--- src/rtl/phase_sequencer_pkg.sv ---
// Shared phase codes, state type and defaults for the phase sequencer.
package phase_sequencer_pkg;

  localparam int unsigned PHASE_W            = 3;
  localparam int unsigned EXEC_W             = 2;
  localparam int unsigned WAIT_LIMIT_DEFAULT = 15;
  localparam int unsigned COUNT_W_DEFAULT    = 16;

  // Encoded phase values driven on the phase output; IDLE must stay 0.
  localparam logic [PHASE_W-1:0] PH_IDLE      = 3'd0;
  localparam logic [PHASE_W-1:0] PH_FETCH     = 3'd1;
  localparam logic [PHASE_W-1:0] PH_DECODE    = 3'd2;
  localparam logic [PHASE_W-1:0] PH_EXECUTE   = 3'd3;
  localparam logic [PHASE_W-1:0] PH_INCREMENT = 3'd4;
  localparam logic [PHASE_W-1:0] PH_PAUSE     = 3'd5;
  localparam logic [PHASE_W-1:0] PH_HALT      = 3'd6;
  localparam logic [PHASE_W-1:0] PH_FAULT     = 3'd7;

  typedef enum logic [PHASE_W-1:0] {
    ST_IDLE      = PH_IDLE,
    ST_FETCH     = PH_FETCH,
    ST_DECODE    = PH_DECODE,
    ST_EXECUTE   = PH_EXECUTE,
    ST_INCREMENT = PH_INCREMENT,
    ST_PAUSE     = PH_PAUSE,
    ST_HALT      = PH_HALT,
    ST_FAULT     = PH_FAULT
  } state_t;

  // Decoder exec length field: a zero length still executes for one cycle.
  function automatic logic [EXEC_W-1:0] exec_len(input logic [EXEC_W-1:0] raw);
    return (raw == EXEC_W'(0)) ? EXEC_W'(1) : raw;
  endfunction

endpackage

--- src/rtl/phase_sequencer_if.sv ---
// Control inputs and status outputs of the phase sequencer.
interface phase_sequencer_if #(
  parameter int unsigned COUNT_W = phase_sequencer_pkg::COUNT_W_DEFAULT
);

  logic                                     run;
  logic                                     step_mode;
  logic                                     step;
  logic                                     mem_ready;
  logic                                     halt_op;
  logic [phase_sequencer_pkg::EXEC_W-1:0]   exec_cycles;
  logic                                     resume;

  logic                                     fetch;
  logic                                     decode;
  logic                                     execute;
  logic                                     increment;
  logic [phase_sequencer_pkg::PHASE_W-1:0]  phase;
  logic                                     halted;
  logic                                     fault;
  logic [COUNT_W-1:0]                       instr_count;

  // Controller side: drives the control inputs, observes status.
  modport master (
    output run, step_mode, step, mem_ready, halt_op, exec_cycles, resume,
    input  fetch, decode, execute, increment, phase, halted, fault, instr_count
  );

  // Sequencer side.
  modport slave (
    input  run, step_mode, step, mem_ready, halt_op, exec_cycles, resume,
    output fetch, decode, execute, increment, phase, halted, fault, instr_count
  );

endinterface

--- src/rtl/phase_sequencer_wait_timer.sv ---
// Wait timer: saturating count of consecutive stalled FETCH cycles.
module phase_sequencer_wait_timer #(
  parameter int unsigned LIMIT = 15
) (
  input  logic clock,
  input  logic clear,
  input  logic restart,
  input  logic enable,
  output logic hit_c
);

  localparam int unsigned CNT_W = (LIMIT < 2) ? 1 : $clog2(LIMIT + 1);

  logic [CNT_W-1:0] count_q;

  // Count enabled cycles, holding at LIMIT; restart or reset returns to zero.
  always_ff @(posedge clock) begin
    if (!clear || restart) begin
      count_q <= '0;
    end else if (enable && (count_q != CNT_W'(LIMIT))) begin
      count_q <= count_q + CNT_W'(1);
    end
  end

  // High during the LIMIT-th consecutive enabled cycle.
  assign hit_c = enable && (count_q == CNT_W'(LIMIT - 1));

endmodule

--- src/rtl/phase_sequencer.sv ---
// Instruction phase sequencer: fetch/decode/execute/increment with
// single-step, halt and fetch-timeout fault handling.
module phase_sequencer
  import phase_sequencer_pkg::*;
#(
  parameter int unsigned WAIT_LIMIT = WAIT_LIMIT_DEFAULT,
  parameter int unsigned COUNT_W    = COUNT_W_DEFAULT
) (
  input  logic             clock,
  input  logic             clear,
  phase_sequencer_if.slave bus
);

  state_t              state_q;
  state_t              state_d;
  logic [EXEC_W-1:0]   exec_len_q;
  logic [EXEC_W-1:0]   exec_cnt_q;
  logic [COUNT_W-1:0]  count_q;
  logic                wait_hit_c;

  // Timer is held cleared outside FETCH, so every FETCH entry starts at zero.
  phase_sequencer_wait_timer #(
    .LIMIT (WAIT_LIMIT)
  ) u_wait_timer (
    .clock   (clock),
    .clear   (clear),
    .restart (state_q != ST_FETCH),
    .enable  ((state_q == ST_FETCH) && !bus.mem_ready),
    .hit_c   (wait_hit_c)
  );

  // Next-state selection.
  always_comb begin
    state_d = state_q;
    case (state_q)
      ST_IDLE: begin
        if (bus.run) state_d = ST_FETCH;
      end
      ST_FETCH: begin
        if (bus.mem_ready)   state_d = ST_DECODE;
        else if (wait_hit_c) state_d = ST_FAULT;
      end
      ST_DECODE: begin
        state_d = bus.halt_op ? ST_HALT : ST_EXECUTE;
      end
      ST_EXECUTE: begin
        if (exec_cnt_q >= exec_len_q) state_d = ST_INCREMENT;
      end
      ST_INCREMENT: begin
        if (bus.step_mode) state_d = ST_PAUSE;
        else if (!bus.run) state_d = ST_IDLE;
        else               state_d = ST_FETCH;
      end
      ST_PAUSE: begin
        if (!bus.run)                         state_d = ST_IDLE;
        else if (bus.step || !bus.step_mode)  state_d = ST_FETCH;
      end
      ST_HALT: begin
        if (bus.resume) state_d = ST_INCREMENT;
      end
      ST_FAULT: begin
        state_d = ST_FAULT;
      end
      default: begin
        state_d = ST_IDLE;
      end
    endcase
  end

  // State, exec length/count, retired count and registered Moore outputs.
  always_ff @(posedge clock) begin
    if (!clear) begin
      state_q       <= ST_IDLE;
      exec_len_q    <= EXEC_W'(1);
      exec_cnt_q    <= EXEC_W'(1);
      count_q       <= '0;
      bus.fetch     <= 1'b0;
      bus.decode    <= 1'b0;
      bus.execute   <= 1'b0;
      bus.increment <= 1'b0;
      bus.halted    <= 1'b0;
      bus.fault     <= 1'b0;
      bus.phase     <= PH_IDLE;
    end else begin
      state_q       <= state_d;
      bus.fetch     <= (state_d == ST_FETCH);
      bus.decode    <= (state_d == ST_DECODE);
      bus.execute   <= (state_d == ST_EXECUTE);
      bus.increment <= (state_d == ST_INCREMENT);
      bus.halted    <= (state_d == ST_HALT);
      bus.fault     <= (state_d == ST_FAULT);
      bus.phase     <= PHASE_W'(state_d);

      if (state_q == ST_DECODE) begin
        exec_len_q <= exec_len(bus.exec_cycles);
        exec_cnt_q <= EXEC_W'(1);
      end else if (state_q == ST_EXECUTE) begin
        exec_cnt_q <= exec_cnt_q + EXEC_W'(1);
      end

      // Count updates together with the increment strobe.
      if (state_d == ST_INCREMENT) begin
        count_q <= count_q + COUNT_W'(1);
      end
    end
  end

  assign bus.instr_count = count_q;

endmodule

--- src/flat_wrapper.sv ---
// flat-port wrapper written by rule: the top's interface ports become plain ports
module phase_sequencer_flat import phase_sequencer_pkg::*;
#(
  parameter int unsigned WAIT_LIMIT = WAIT_LIMIT_DEFAULT,
  parameter int unsigned COUNT_W    = COUNT_W_DEFAULT
)
  (clock, clear, bus_run, bus_step_mode, bus_step, bus_mem_ready, bus_halt_op, bus_exec_cycles, bus_resume, bus_fetch, bus_decode, bus_execute, bus_increment, bus_phase, bus_halted, bus_fault, bus_instr_count);
  phase_sequencer_if #(.COUNT_W(COUNT_W)) bus_i ();
  input  logic clock;
  input  logic clear;
  input wire logic [$bits(bus_i.run)-1:0] bus_run;
  input wire logic [$bits(bus_i.step_mode)-1:0] bus_step_mode;
  input wire logic [$bits(bus_i.step)-1:0] bus_step;
  input wire logic [$bits(bus_i.mem_ready)-1:0] bus_mem_ready;
  input wire logic [$bits(bus_i.halt_op)-1:0] bus_halt_op;
  input wire logic [$bits(bus_i.exec_cycles)-1:0] bus_exec_cycles;
  input wire logic [$bits(bus_i.resume)-1:0] bus_resume;
  output wire logic [$bits(bus_i.fetch)-1:0] bus_fetch;
  output wire logic [$bits(bus_i.decode)-1:0] bus_decode;
  output wire logic [$bits(bus_i.execute)-1:0] bus_execute;
  output wire logic [$bits(bus_i.increment)-1:0] bus_increment;
  output wire logic [$bits(bus_i.phase)-1:0] bus_phase;
  output wire logic [$bits(bus_i.halted)-1:0] bus_halted;
  output wire logic [$bits(bus_i.fault)-1:0] bus_fault;
  output wire logic [$bits(bus_i.instr_count)-1:0] bus_instr_count;
  assign bus_i.run = bus_run;
  assign bus_i.step_mode = bus_step_mode;
  assign bus_i.step = bus_step;
  assign bus_i.mem_ready = bus_mem_ready;
  assign bus_i.halt_op = bus_halt_op;
  assign bus_i.exec_cycles = bus_exec_cycles;
  assign bus_i.resume = bus_resume;
  assign bus_fetch = bus_i.fetch;
  assign bus_decode = bus_i.decode;
  assign bus_execute = bus_i.execute;
  assign bus_increment = bus_i.increment;
  assign bus_phase = bus_i.phase;
  assign bus_halted = bus_i.halted;
  assign bus_fault = bus_i.fault;
  assign bus_instr_count = bus_i.instr_count;
  phase_sequencer #(.WAIT_LIMIT(WAIT_LIMIT), .COUNT_W(COUNT_W)) u_core (.clock(clock), .clear(clear), .bus(bus_i));
endmodule
--- config.mk ---
export PLATFORM = sky130hd
export DESIGN_NAME = phase_sequencer_flat
export DESIGN_NICKNAME = d
export VERILOG_FILES = /design/src/rtl/phase_sequencer_pkg.sv /design/src/rtl/phase_sequencer_if.sv /design/src/rtl/phase_sequencer_wait_timer.sv /design/src/rtl/phase_sequencer.sv /design/src/flat_wrapper.sv
export SDC_FILE = /design/constraint.sdc
export NUM_CORES = 1
export LEC_CHECK = 0
export BUFFER_PORTS_ARGS = -buffer_cell sky130_fd_sc_hd__buf_2
export CORE_ASPECT_RATIO = 1.4
export CORE_UTILIZATION = 55
export DETAILED_ROUTE_END_ITERATION = 7
export PLACE_DENSITY = 0.92
export REMOVE_ABC_BUFFERS = 1
export SYNTH_ARGS = -nofsm -noshare
export SYNTH_HDL_FRONTEND = slang
export SYNTH_SLANG_ARGS = --single-unit
--- constraint.sdc ---
create_clock -name clock -period 5.3 [get_ports clock]
set_input_delay 1.06 -clock clock [delete_from_list [all_inputs] [get_ports clock]]
set_output_delay 1.06 -clock clock [all_outputs]
set_load 0.1 [all_outputs]
==> reports/results.tsv, run 1 <==
metric	value	unit
RSZ-0062 raised after global routing	false	
pre-CTS setup slack	1.98	ns
slowest stage delay, CP	0.61	ns
Worst setup SP type	input pin	
XOR/XNOR share of the synthesized area	2.24	%
pwr dens	292	nW/um^2
clk_skew	0.0120	ns
Initial DRC Count	50	
most frequent cell after synthesis	dfxtp_1	
core area	2670	um^2
number of clock sinks	33	
share of the yosys chip area belonging to registers	42.3	%
Synth Register Bits	33	
Filler cells	250	
synth cell count leaders	dfxtp_1 (33), nor2_1 (20), a21oi_1 (15), nand2_1 (13), o21ai_0 (11)	
area of the multi-input gates	846	um^2
Max-slew headroom	50.4	%
GRT Residual Overflow	0	
gr usage total	24.3	%
hold-fix buffers at CTS	0	
Worst-path clk slew	0.11	ns
cell count after synthesis	186	
critical path required time	5.57	ns
Synth cell types	40	
mux cell area share after synthesis	0	%
kind of cell adding the most delay to the critical path	simple AND/OR/NAND/NOR gates	
critical path arrival	3.24	ns
vias in the first global route	1326	
synthesized area per cell	8.40	um^2
first-pass GRT wire length	5360	um
Die X	47.0	um
port buffer count	34	
critical-path cell list	buf_2, or4b_4, nor2_1, a221oi_1, a211o_1, or4_1, a21oi_1	
worst min-delay path class	register to register	
number of flops mapped to enable cells by yosys	0	
Inserted Diodes	0	
status	completed	
largest net degree at the start of global routing	30	
post-cts resize count	0	
Final Hold Viols	0	
final setup vio count	0	
Storage cell area	661	um^2
worst setup path category	input pin to register	
final worst path period need	2.97	ns
Setup Buffers After CTS	0	
buffers plus inverters on the worst setup path	1	
CTS Buffer Depth	2	
max-slew violations	0	
Final Net Count	236	
Synth Area in Compound Gates	22.0	%
asr flop ratio synth	0	%
max-cap violations	0	
top cells by area, synth	dfxtp_1 (42%), a21oi_1 (4.8%), nor2_1 (4.8%)	
Die Height	65.0	um
Routed WL per cell	12.5	um
Via-to-Cell Ratio	5.85	
worst setup margin	2.33	ns
final antenna-violating net count	0	
Rows	22	
worst-path fanout max	29	
CTS tree	done	
share of post-route cells with drive strength above 1	20.3	%
post-synthesis simple-gate area fraction	25.9	%
total wire length	3220	um
# IOs	35	
setup_tns	0	ns
Cell Area, Synth	1560	um^2
DRC errors left	0	
Yosys top cell by area	dfxtp_1	
clock root buffer	clkbuf_4	
leak pwr	0.714	nW
Yosys Warn Count	0	
later-pin clock latency in the skew report	0.34	ns
GPL Wtd Cong	0.797	
synth-to-layout area growth	15.5	%
router iterations before antenna repair	4	
f_max	337	MHz
VDD IR-drop max	246	uV
worst-margin pin slew	0.743	ns
H-tree depth	2	
top cell type's share of synthesized area	42.3	%
hpwl dp	2330	um
vias	1510	
initial core utilization	58.5	%
main combinational cell family by area after synthesis	simple AND/OR/NAND/NOR gates	
clock buffer count from CTS	5	
slowest stage cell, crit path	a211o_1	
Post-synth top flop	dfxtp_1	
final worst path period share	56.0	%
initial antenna violation count	0	
Crit. End Element	register	
Die Area	3060	um^2
adder-cell share of the synthesized area	4.01	%
## per-layer routing
| layer | track usage [%] | wire, um | vias up |
|---|---|---|---|
| li1 | - | - | 758 |
| met1 | 25.5 | 1350 | 712 |
| met2 | 43.1 | 1710 | 35 |
| met3 | 6.69 | 122 | 5 |
| met4 | 9.64 | 45 | 0 |
| met5 | 0 | 0 | - |
## layout by cell type (no fill, tap or decap), drive strengths merged, types with 4 or more instances in the layout
| master | n |
|---|---|
| dfxtp | 33 |
| o21a | 4 |
| nor2 | 20 |
| nand2 | 13 |
| ha | 5 |
| or4 | 5 |
| buf | 34 |
| or3 | 7 |
| a21oi | 15 |
| nand2b | 5 |
| inv | 8 |
| o21ai | 11 |
| o31ai | 5 |
| clkbuf | 6 |
| nand3 | 10 |
## tightest hold or removal path, delay by kind of cell, from the launching register on
kind | cells | cell delay (ns)
AOI/OAI and AO/OA | 2 | 0.12
DFF | 1 | 0.34
## path summary, 6_finish.rpt
check / from / to / slack (ns) / cells past startpoint
setup reg to reg: u_core.exec_cnt_q[0] / u_core.bus.instr_count[11] / 2.48 / 8
setup / recovery: bus_mem_ready / u_core.bus.instr_count[7] / 2.33 / 7
hold / removal: u_core.bus.instr_count[10] / u_core.bus.instr_count[10] / 0.50 / 2
hold reg to reg: u_core.bus.instr_count[10] / u_core.bus.instr_count[10] / 0.50 / 2
## cells by family after synthesis
| group | count (synthesis) |
|---|---|
| AO/OA/AOI/OAI | 53 |
| XOR/XNOR | 4 |
| adder cells (fa/ha/maj) | 5 |
| buffers and inverters | 14 |
| flip-flops | 33 |
| AND/OR/NAND/NOR | 77 |
## where the power goes
group | total, W | internal, W | switching [W]
clock network | 0.000135 | 0.0000505 | 0.0000848
registers | 0.000268 | 0.000257 | 0.0000112
logic | 0.000123 | 0.0000305 | 0.0000924
## area by class of cell
| cell class | count | area share, % |
|---|---|---|
| repair buffers | 34 | 9.44 |
| clock inverters | 2 | 0.555 |
| flip-flops and latches | 33 | 36.6 |
| multi-input cells | 139 | 46.9 |
| clock buffers | 6 | 2.29 |
| inverters | 8 | 1.67 |
| well taps | 36 | 2.50 |
## state kept, by name, indices dropped and copies added (netlist names)
signal	cells
u_core.bus.decode	1
u_core.bus.execute	1
u_core.bus.fault	1
u_core.bus.fetch	1
u_core.bus.halted	1
u_core.bus.increment	1
u_core.bus.instr_count	16
u_core.exec_cnt_q	2
u_core.exec_len_q	2
u_core.state_q	3
u_core.u_wait_timer.count_q	4
## metrics by stage
stage,hold WS (ns),total power (W),area (um^2),instances,util [%]
2_1_floorplan,0.454,0.000373,1540,180,-
3_3_place_gp,0.463,0.000394,1750,250,65.6
3_5_place_dp,0.482,0.000396,1750,250,65.6
4_1_cts,0.500,0.000531,1800,258,67.5
5_1_grt,0.515,0.000555,1800,258,67.5
6_report,0.497,0.000526,1800,258,67.5
No activity file was read; power rests on OpenSTA's default activity.
==> inputs of run 2 (changes only) <==
Settings changed: CORE_UTILIZATION 55 to 48, PLACE_DENSITY 0.92 to 0.86.
Clock period 5.3 ns to 2.5 ns, I/O delays scaled along.
==> reports/results.tsv, run 2 (synthesis gave the netlist of run 1 again) <==
metric	value	unit	change
largest net degree at the start of global routing	26		-13%
clk_skew	0.00974	ns	-0.00226 ns
status	completed		
Total Power	0.00128	W	+140%
final worst path period share	96.5	%	
commonest non-fill, non-tap cells in the layout	buf_2 (34), dfxtp_1 (30), nor2_1 (20), nand2_1 (13)		
later-pin clock latency in the skew report	0.29	ns	-0.05 ns
final cell count without fillers	271		+5.0%
total wire length	3650	um	+13%
internal power	0.000867	W	+160%
Reg2Reg Capture Point	u_core.bus.instr_count[14]		
Hold Path End	u_core.exec_len_q[0]		
H-tree depth	2		unchanged
DP Area	1830	um^2	+4.4%
worst min-delay path class	input pin to register		
initial core utilization	50.5	%	-8.0 points
first-pass GRT wire length	5730	um	+6.9%
pre-CTS setup slack	-0.0320	ns	-2.01 ns
r2r worst-path depth	7		-1
metal2 WL	1860	um	+9.2%
sequential share of power	44.1	%	-6.9 points
Routed WL per cell	13.5	um	+7.7%
setup_tns	0	ns	unchanged
share of post-route cells with drive strength above 1	30.2	%	+9.9 points
GRT Residual Overflow	0		unchanged
WHS Path Cells	2		unchanged
GPL Wtd Cong	0.755		-5.4%
hpwl dp	2440	um	+4.6%
VDD IR-drop max	399	uV	+63%
worst-margin pin slew	0.730	ns	-0.0135 ns
worst setup margin	0.0867	ns	-2.24 ns
Rows	24		+9.1%
Inserted Diodes	0		unchanged
switching part of the total	32.4	%	-3.4 points
number of clock sinks	33		unchanged
router iterations before antenna repair	4		unchanged
max-slew violations	0		unchanged
switching power total	0.000416	W	+120%
f_max	414	MHz	
final antenna-violating net count	0		unchanged
clock buffer count from CTS	5		unchanged
Hold Crit Start	clear		
Via-to-Cell Ratio	5.85		-0.13%
core area	3090	um^2	+16%
Initial DRC Count	42		-16%
Max-slew headroom	51.3	%	+0.85 points
RR Startpoint	u_core.state_q[1]		
vias	1584		+4.9%
vias in the first global route	1420		+7.1%
fin area	2030	um^2	+13%
WL met3	208	um	+70%
final worst path period need	2.41	ns	
worst-path fanout max	9		-69%
critical path required time	2.71	ns	-2.86 ns
CTS tree	done		
Crit. End Element	register		
DRC errors left	0		unchanged
max-cap violations	0		unchanged
Clock Power Share	31.1	%	+5.4 points
final setup vio count	0		unchanged
initial antenna violation count	0		unchanged
CTS Buffer Depth	2		unchanged
Die Height	69.5	um	+6.8%
gr usage total	21.7	%	-2.6 points
port buffer count	34		unchanged
placed cell count	261		+4.4%
Largest register FFs	16		unchanged
Reg2Reg Setup Slack	0.09	ns	-2.39 ns
Worst setup SP type	register		
synth-to-layout area growth	30.2	%	
Die Area	3490	um^2	+14%
pwr dens	631	nW/um^2	+120%
combinational share of power	24.9	%	+1.6 points
commonest non-fill, non-tap cell in the layout	buf_2		
Worst-path clk slew	0.06	ns	-0.05 ns
leak pwr	0.815	nW	+14%
Final Hold Viols	0		unchanged
Die X	50.2	um	+6.8%
critical path arrival	2.62	ns	-0.62 ns
Final Net Count	247		+4.7%
clock root buffer	clkbuf_8		
Top Layer Used	met4		
Metal-1 WL	1500	um	+11%
# IOs	35		unchanged
worst setup path category	register to register		
-- run 2: cell count changes in the layout (fill, tap and decap cells not counted), sizes merged --
cell and change:
clkinv -2, buf +9, clkbuf +3
-- run 2: per-layer routing --
layer  up-vias  global-route usage [%]
met5         -                       0
met4         0                    12.1
met3         8                    6.80
met2        54                    37.6
met1       746                    22.2
li1        776                       -
-- run 2: repair_timing --
item / in CTS / in global routing
buffers inserted: 0 / 2
resized for setup: 1 / 15
setup endpoints to repair: 6 / 8
pin swaps: 2 / 10
gates cloned: 0 / 2
hold buffers: 0 / 0
-- run 2: worst max-delay path, stage by stage (launching register included) --
cell      delay [ns]
dfxtp_1         0.39
or4b_4          0.55
nor2_1          0.13
a221oi_1        0.08
a211o_1         0.41
buf_12          0.17
or4_1           0.49
a21oi_1         0.13
-- run 2: how the worst max path moves through the flow --
stage,depth (start not counted),slack (ns),endpoint,start
after global placement,10,0.008,u_core.bus.instr_count[10],u_core.exec_cnt_q[0]
final,7,0.09,u_core.bus.instr_count[14],u_core.state_q[1]
after floorplan,6,-0.60,u_core.bus.instr_count[10],u_core.state_q[0]
after detailed placement,10,-0.03,u_core.bus.instr_count[12],u_core.exec_cnt_q[0]
after CTS,10,0.02,u_core.bus.instr_count[10],u_core.exec_cnt_q[0]
after global routing,7,-0.003,u_core.bus.instr_count[14],u_core.state_q[1]
-- run 2: power groups by stage --
stage | Sequential, W | Combinational, W | Clock, W
6_report | 0.000565 | 0.000319 | 0.000399
5_1_grt | 0.000569 | 0.000342 | 0.000432
4_1_cts | 0.000564 | 0.000285 | 0.000408
3_5_place_dp | 0.000575 | 0.000284 | 0
3_3_place_gp | 0.000575 | 0.000282 | 0
2_1_floorplan | 0.000685 | 0.000105 | 0
-- run 2: layout make-up --
class | count | area, um^2
fill | 256 | 1060
multi-input combinational | 139 | 903
sequential | 33 | 664
timing repair buffer | 45 | 300
clock buffer | 7 | 86.3
tap | 39 | 48.8
inverter | 8 | 30.0
-- run 2: through the flow --
| step | hold slack [ns] | util (%) |
|---|---|---|
| after floorplan | 0.454 | - |
| after global placement | 0.466 | 59.1 |
| after detailed placement | 0.479 | 59.1 |
| after CTS | 0.444 | 61.9 |
| after global routing | 0.454 | 65.7 |
| final | 0.456 | 65.7 |
==> inputs of run 3 (changes only) <==
Settings changed: CAP_MARGIN set to 20, CORE_UTILIZATION 48 to 28, PLACE_DENSITY 0.86 to 0.59.
==> reports/results.tsv, run 3 (synthesis gave the netlist of run 1 again) <==
metric	value	unit	change
status	completed		
worst-margin pin slew	0.474	ns	-0.256 ns
first-pass GRT wire length	5970	um	+4.1%
final worst path period share	94.6	%	-2.0 points
Top Layer Used	met4		
clock buffer count from CTS	5		unchanged
core area	5280	um^2	+71%
router iterations before antenna repair	4		unchanged
VDD IR-drop max	310	uV	-22%
Total Power	0.00129	W	+0.72%
hold-fix buffers at CTS	0		unchanged
Largest register FFs	16		unchanged
Routed WL per cell	11.9	um	-11%
hpwl dp	2690	um	+11%
CTS tree	done		
GPL Wtd Cong	0.782		+3.7%
GRT Residual Overflow	0		unchanged
f_max	423	MHz	+2.1%
commonest non-fill, non-tap cells in the layout	buf_2 (34), dfxtp_1 (32), nor2_1 (20), a21oi_1 (15), nand2_1 (13)		
# IOs	35		unchanged
commonest non-fill, non-tap cell in the layout	buf_2		
total wire length	3560	um	-2.4%
clk_skew	0.00447	ns	-0.00527 ns
final worst path period need	2.36	ns	-0.0493 ns
worst setup path category	register to register		
RSZ-0062 raised after global routing	false		
critical path arrival	2.58	ns	-0.04 ns
Filler cells	562		+120%
setup_tns	0	ns	unchanged
vias in the first global route	1383		-2.6%
fin area	1980	um^2	-2.6%
critical path required time	2.72	ns	about the same
largest net degree at the start of global routing	30		+15%
H-tree depth	2		unchanged
Final Hold Viols	0		unchanged
Die Height	90.4	um	+30%
leak pwr	0.791	nW	-2.9%
Setup Buffers After CTS	0		unchanged
port buffer count	34		unchanged
hold slack	0.463	ns	+0.00658 ns
max-slew violations	0		unchanged
CTS Buffer Depth	2		unchanged
metal2 WL	1770	um	-5.2%
Initial DRC Count	64		+52%
gr usage total	12.9	%	-8.7 points
Metal-1 WL	1580	um	+5.8%
worst-path fanout max	29		+20
WL met3	152	um	-27%
clock root buffer	clkbuf_8		
worst min-delay path class	input pin to register		
final antenna-violating net count	0		unchanged
pre-CTS setup slack	0.00951	ns	+0.0415 ns
DP Area	1880	um^2	+2.7%
Via-to-Cell Ratio	4.97		-15%
initial antenna violation count	0		unchanged
Max-slew headroom	68.0	%	+17 points
Die X	65.1	um	+30%
vias	1480		-6.6%
Final Net Count	246		-0.40%
pwr dens	652	nW/um^2	+3.4%
Inserted Diodes	0		unchanged
Rows	31		+29%
final setup vio count	0		unchanged
share of post-route cells with drive strength above 1	24.6	%	-5.6 points
Worst setup SP type	register		
Die Area	5880	um^2	+69%
Worst-path clk slew	0.07	ns	about the same
Crit. End Element	register		
worst setup margin	0.136	ns	+0.0493 ns
number of clock sinks	33		unchanged
max-cap violations	0		unchanged
DRC errors left	0		unchanged
later-pin clock latency in the skew report	0.28	ns	about the same
initial core utilization	29.6	%	-21 points
synth-to-layout area growth	26.8	%	
==> run 3: path summary, 6_finish.rpt <==
kind         depth (start not counted)                          to  slack [ns]                      startpoint
max                                  9  u_core.bus.instr_count[14]        0.14  u_core.u_wait_timer.count_q[0]
min                                  2        u_core.exec_len_q[0]        0.46                           clear
max reg2reg                          9  u_core.bus.instr_count[14]        0.14  u_core.u_wait_timer.count_q[0]
min reg2reg                          2  u_core.bus.instr_count[10]        0.49      u_core.bus.instr_count[10]
==> run 3: metrics by stage <==
step                utilization, %  instances
floorplan                        -        180
global placement              35.6        290
detailed placement            35.6        290
CTS                           37.5        298
global route                  37.5        298
finish                        37.5        298
==> run 3: where the power goes <==
group          switching [W]  internal [W]  leakage, nW
clock network       0.000189      0.000249       0.0542
logic               0.000213     0.0000848        0.470
registers          0.0000121      0.000545        0.267
==> run 3: final cells by class <==
cell class	instances	area (um^2)	share of cell area (%)
Sequential cell	33	662	33.4
Multi-Input combinational cell	139	847	42.8
Clock buffer	7	96.3	4.86
Timing Repair Buffer	44	258	13.0
Tap cell	66	82.6	4.17
Inverter	8	30.0	1.52
Clock inverter	1	5.00	0.253
==> run 3: repair_timing <==
item	in CTS	in global routing
setup endpoints to repair	0	15
hold endpoints to repair	0	0
gates resized for setup	0	2
==> run 3: layer usage <==
layer	vias up	track usage, %
li1	770	-
met1	673	13.9
met2	32	23.4
met3	5	3.41
met4	0	4.89
met5	-	0
==> run 3: critical path, stage by stage (launching register included) <==
cell and delay (ns):
dfxtp_2 0.36, inv_1 0.05, ha_1 0.21, a31o_2 0.24, a21oi_1 0.18, a221oi_1 0.11, a211o_1 0.34, buf_12 0.17
or4_1 0.49, a21oi_1 0.14
